File: config.mk
export PLATFORM = sky130hd
export DESIGN_NAME = registrador_universal
export DESIGN_NICKNAME = d
export VERILOG_FILES = /design/src/rtl/registrador_universal.sv
export SDC_FILE = /design/constraint.sdc
export NUM_CORES = 1
export LEC_CHECK = 0
export CELL_PAD_IN_SITES_DETAIL_PLACEMENT = 0
export CELL_PAD_IN_SITES_GLOBAL_PLACEMENT = 1
export CORE_MARGIN = 5
export CORE_UTILIZATION = 29
export DETAILED_ROUTE_END_ITERATION = 10
export GPL_ROUTABILITY_DRIVEN = 0
export PLACE_DENSITY = 0.79
export SYNTH_ARGS = -nofsm -noshare
export SYNTH_HDL_FRONTEND = slang
export SYNTH_SLANG_ARGS = --single-unit
File: constraint.sdc
create_clock -name CK -period 1.27 [get_ports CK]
set_input_delay 0.254 -clock CK [delete_from_list [all_inputs] [get_ports CK]]
set_output_delay 0.254 -clock CK [all_outputs]
set_load 0.03 [all_outputs]
File: src/rtl/registrador_universal.sv
// registrador_universal
//
// Universal register for the SAP-1 datapath. Holds a DATA_SIZE-bit word and,
// on each rising CK edge, either holds, loads in parallel, shifts, rotates or
// (optionally) increments/decrements it. A registered CARRY bit captures the
// shifted-out bit, the increment carry or the decrement borrow. ZERO is a
// combinational decode of the stored word.
//
// Optional feature macro: REGISTRADOR_UNIVERSAL_ARITH_EN
//   defined     -> MODE 110 increments, MODE 111 decrements
//   not defined -> MODE 110/111 hold, and no adder is built
//
// Ports:
//   CK        in   clock, rising edge
//   MR        in   asynchronous active-high reset (clears word and CARRY)
//   EN        in   operation enable; low holds regardless of MODE
//   CLR       in   synchronous clear; wins over EN and MODE
//   MODE[2:0] in   000 hold, 001 load, 010 shl, 011 shr,
//                  100 rol, 101 ror, 110 inc, 111 dec
//   SER_IN    in   fill bit for the shift modes
//   DATA_IN   in   parallel load word
//   DATA_OUT  out  registered word
//   CARRY     out  registered shift-out / carry / borrow
//   ZERO      out  high when DATA_OUT == 0
//
// There is no handshake: every enabled edge performs one operation, so EN may
// stay high for back-to-back operations.

module registrador_universal #(
  parameter int DATA_SIZE = 8
) (
  input  logic                 CK,
  input  logic                 MR,
  input  logic                 EN,
  input  logic                 CLR,
  input  logic [2:0]           MODE,
  input  logic                 SER_IN,
  input  logic [DATA_SIZE-1:0] DATA_IN,
  output logic [DATA_SIZE-1:0] DATA_OUT,
  output logic                 CARRY,
  output logic                 ZERO
);

  localparam logic [2:0] MODE_HOLD = 3'b000;
  localparam logic [2:0] MODE_LOAD = 3'b001;
  localparam logic [2:0] MODE_SHL  = 3'b010;
  localparam logic [2:0] MODE_SHR  = 3'b011;
  localparam logic [2:0] MODE_ROL  = 3'b100;
  localparam logic [2:0] MODE_ROR  = 3'b101;
  localparam logic [2:0] MODE_INC  = 3'b110;
  localparam logic [2:0] MODE_DEC  = 3'b111;

  logic [DATA_SIZE-1:0] data_q, data_d;
  logic                 carry_q, carry_d;

`ifdef REGISTRADOR_UNIVERSAL_ARITH_EN
  // One bit wider than the word so the top bit is the carry (increment) or
  // the borrow (decrement: 0 - 1 sets every bit, including the extra one).
  localparam logic [DATA_SIZE:0] ONE_EXT = {{DATA_SIZE{1'b0}}, 1'b1};
  logic [DATA_SIZE:0] inc_sum;
  logic [DATA_SIZE:0] dec_diff;

  assign inc_sum  = {1'b0, data_q} + ONE_EXT;
  assign dec_diff = {1'b0, data_q} - ONE_EXT;
`endif

  always_comb begin
    data_d  = data_q;
    carry_d = carry_q;
    if (CLR) begin
      data_d  = '0;
      carry_d = 1'b0;
    end else if (EN) begin
      case (MODE)
        MODE_HOLD: begin
          data_d  = data_q;
          carry_d = carry_q;
        end
        MODE_LOAD: begin
          data_d  = DATA_IN;
          carry_d = 1'b0;
        end
        MODE_SHL: begin
          data_d  = {data_q[DATA_SIZE-2:0], SER_IN};
          carry_d = data_q[DATA_SIZE-1];
        end
        MODE_SHR: begin
          data_d  = {SER_IN, data_q[DATA_SIZE-1:1]};
          carry_d = data_q[0];
        end
        MODE_ROL: begin
          data_d  = {data_q[DATA_SIZE-2:0], data_q[DATA_SIZE-1]};
          carry_d = data_q[DATA_SIZE-1];
        end
        MODE_ROR: begin
          data_d  = {data_q[0], data_q[DATA_SIZE-1:1]};
          carry_d = data_q[0];
        end
`ifdef REGISTRADOR_UNIVERSAL_ARITH_EN
        MODE_INC: begin
          data_d  = inc_sum[DATA_SIZE-1:0];
          carry_d = inc_sum[DATA_SIZE];
        end
        MODE_DEC: begin
          data_d  = dec_diff[DATA_SIZE-1:0];
          carry_d = dec_diff[DATA_SIZE];
        end
`else
        // Without the arithmetic option these codes simply hold.
        MODE_INC, MODE_DEC: begin
          data_d  = data_q;
          carry_d = carry_q;
        end
`endif
        default: begin
          data_d  = data_q;
          carry_d = carry_q;
        end
      endcase
    end
  end

  always_ff @(posedge CK or posedge MR) begin
    if (MR) begin
      data_q  <= '0;
      carry_q <= 1'b0;
    end else begin
      data_q  <= data_d;
      carry_q <= carry_d;
    end
  end

  assign DATA_OUT = data_q;
  assign CARRY    = carry_q;
  assign ZERO     = (data_q == '0);

endmodule

== Yosys cells after proc, flatten, opt, wreduce, memory -nomap -nowiden ==
Cells that the tools add are included.
W data, S select, Z words.

* Reduce and logical (&&, ||, !) cells: 7
* Muxes and demuxes: 6
* Equality and inequality tests: 8

{| class="wikitable"
|+ Operators by type and width
! operator !! number
|-
| $pmux W8 S5 || 1
|-
| $mux W8 || 2
|-
| $eq A3 B3 Y1 const B || 4
|-
| $logic_not A8 Y1 || 1
|-
| $eq A3 B2 Y1 const B || 2
|-
| $reduce_or A2 Y1 || 2
|-
| $eq A3 B1 Y1 const B || 1
|-
| $logic_not A3 Y1 || 1
|-
| $pmux W1 S3 || 1
|-
| $reduce_or A3 Y1 || 1
|-
| $mux W1 || 2
|-
| $ne A2 B1 Y1 const B || 1
|-
| $reduce_and A2 Y1 || 1
|-
| $reduce_bool A2 Y1 || 1
|}

* Bits in registers: 9
* Output and inout port bits: 10
* Input bits: 16
* Logic and storage cells: 23

== Logic depth before layout (Yosys ltp) ==
* Depth after elaboration: 5
* Gate-level depth with buffers: 4
* Gate-level depth less buffers: 3

== Least setup slack after synthesis ==
Ideal clock, no wire load.

* Kind: flip-flop to output port
* Start: register data_q[7], in the netlist DATA_OUT[7]
* End: output ZERO
* Cell stages (with the launch flop): 3
* Arrival: 1471 ps
* Setup slack: -455 ps
* Path through: dfrtp_1 -> or4_1 -> nor2_1

* Cells in the longest elaborated chain, start to end: 1

{| class="wikitable"
|+ Ends and longest elaborated chain
! what !! line !! source
|-
| start: declaration || 53 || <nowiki>logic [DATA_SIZE-1:0] data_q, data_d;</nowiki>
|-
| start signal: assignment || 128 || <nowiki>data_q <= data_d;</nowiki>
|-
| $logic_not A8 Y1 || 135 || <nowiki>assign ZERO = (data_q == '0);</nowiki>
|-
| end: declaration || 41 || <nowiki>output logic ZERO</nowiki>
|}

Every way passes these cells.

== Worst setup path after layout ==
* Start: register data_q[3], in the netlist DATA_OUT[3]
* End: output ZERO

Same word-level chain as after synthesis.

==> metrics.cfg <==
[synth]
synthAdderAreaFrac_pct=0
yosysMostFrequentCell=dfrtp_1
ys_seq_elements=9
synth-edff-count=0
synth_top_family_by_area=multiplexers
synth_top_area_share_pct=33.8
synth-simple-area-share_pct=19.1
syn-num-nets=75
async_flop_share_pct=100
synth_cell_type_count=24
ys.flop_type=dfrtp_1
syn-instance-count=59
synth-compound-area-share_pct=17.6
yosys.area_share.xor_xnor_pct=4.13
avgSynthCellArea_um2=11.3
yosys-top-cells-count=dfrtp_1, mux2i_1, mux2_2, o2bb2ai_1, nand2_1
netlist_area_um2=667
yosysTopAreaCell=dfrtp_1
ys_top_cells_by_area=dfrtp_1, mux2i_1, mux2_2
synth-seq-area-share_pct=33.8
yosys_warnings=0
muxShareOfSynthArea_pct=20.6

[floorplan]
die_y_um=58.0
placementRows=17
start_util_pct=30.1
ioPinCount=26
die_w_um=58.0
coreArea_mm2=0.00221
die_area_mm2=0.00336

[sta]
finClkSkew_ns=0.00310
hold_viol=0
drv_slew=0
fin_crit_sh_pct=135
fin_tns_setup_ns=-0.443
worst_slack_ns=-0.443
slew_headroom_pct=75.3
period_needed_ns=1.71
finalSetupViolations=1
max_slew.worst_pin.slew_ns=0.370
max_freq_mhz=584
grt_setup_unrepaired=yes

[clock_network]
cts.htree.levels=1
post_cts_buffers=0
clock_path_buffers=2
cts_inserted_buffers=3
clk_latency_ns=0.26
clkSlewWorstSetupHoldPaths_ns=0.06
cts_tree=built
cts_hold_buf=0
clock-sinks=9
clk_root_buffer_cell=clkbuf_4

[drt]
detail-route-antenna-nets=0
drt_wl_total_um=1880
wl_per_cell_um=14.4
drt_iter0_markers=21
drc=0
drtPass1Iterations=4
drt-vias-per-instance=4.86
vias=632

[pwr]
ir_drop_v=0.000385
leakage_nw=0.504
power_density_mw_per_mm2=833

[run_status]
violations=negative setup slack
run_status=complete, but fails checks

[global_routing]
grt_pass1_wl_um=3280
grt_pass1_vias=704
grt_max_degree=12
antenna_found_initial=0
overflow=0
grtUsageTotal_pct=13.0

[finish]
drive_gt1_share_pct=47.1
nNetsFinal=119
layout.cells.non_filler=130
area_delta_synth_final_pct=64.7
diodes=0

[critical_path]
crit_required_ns=1.02
crit_fanout=2
critical_path_arrival_ns=1.46
end_kind=primary output
startpoint_type=flop
crit_type=reg2out

[place]
dp_cells=126
port_buffers=25
hpwl_um=1540

[run]
maxCapViolCount=0

[min_path]
worst_hold_path_type=in2async

[state kept, by name (all words and copies together) (netlist names)]
signal / flops
DATA_OUT: 8
CARRY: 1
[final cells by class]
class,count,area [µm²]
repair buffers,42,369
flip-flops and latches,9,230
inverters,2,7.51
multi-input cells,45,430
well taps,28,35.0
clock buffers,4,26.3
fillers,229,1110
[per-layer routing]
layer / vias up / global-route usage [%] / part of all wire (%)
met5: - / 0 / 0
met1: 288 / 16.0 / 43
met2: 22 / 20.6 / 49
li1: 318 / - / -
met4: 0 / 7.95 / 2.5
met3: 4 / 2.45 / 5.2
[cell families after synthesis]
group / count (synthesis)
compound gates: 12
xor+xnor: 1
buf+inv: 5
flops: 9
mux: 13
simple gates: 19
[layout by cell type, fill, tap and decap left out, types with 2 or more instances in the layout]
cell and count:
mux2i_1 7, dfrtp_1 5, buf_6 2, clkbuf_4 3
dlygate4sd2_1 3, nand2b_1 2, clkdlybuf4s50_1 12, nand2_1 4
nand4b_1 2, o2bb2ai_1 6, inv_1 2, dfrtp_2 4
a32o_1 3, or4_4 2, buf_4 24, mux2_2 6
[metrics by stage]
stage | util [%] | worst slack [ns] | area, µm² | power [W] | hold WS, ns
after CTS | 49.3 | -0.455 | 1090 | 0.000932 | 0.269
final | 49.7 | -0.443 | 1100 | 0.000915 | 0.267
after floorplan | - | -0.234 | 691 | 0.000522 | 0.0816
after detailed placement | 48.1 | -0.436 | 1060 | 0.000694 | 0.489
after global routing | 49.7 | -0.487 | 1100 | 0.000974 | 0.315
after global placement | 48.1 | -0.447 | 1060 | 0.000686 | 0.512
[critical path, stage by stage, from the launching register on]
cell     delay (ns)
dfrtp_2        0.40
or4_4          0.53
nor2_4         0.13
buf_6          0.13
[path summary, 6_finish.rpt]
path	start	to	slack [ns]	cells after the start
min in group CK	CARRY	CARRY	0.52	1
hold / removal	MR	DATA_OUT[2]	0.27	2
setup / recovery	DATA_OUT[3]	ZERO	-0.44	3
max in group asynchronous	MR	DATA_OUT[7]	0.71	2
hold reg to reg	CARRY	CARRY	0.52	1
setup reg to reg	DATA_OUT[7]	DATA_OUT[6]	0.10	4
[where the power goes]
| part | switching [W] | internal [W] | leakage (nW) | total (W) |
|---|---|---|---|---|
| sequential | 0.00000932 | 0.000303 | 0.117 | 0.000312 |
| combinational | 0.000176 | 0.000202 | 0.372 | 0.000379 |
| clock | 0.000103 | 0.000121 | 0.0150 | 0.000224 |
| total | 0.000288 | 0.000627 | 0.504 | 0.000915 |
[repair_timing]
| action | CTS | global route |
|---|---|---|
| pin swaps | 3 | 1 |
| gates resized for setup | 4 | 2 |
| setup endpoints to repair | 10 | 3 |
(Power assumes the default switching activity.)
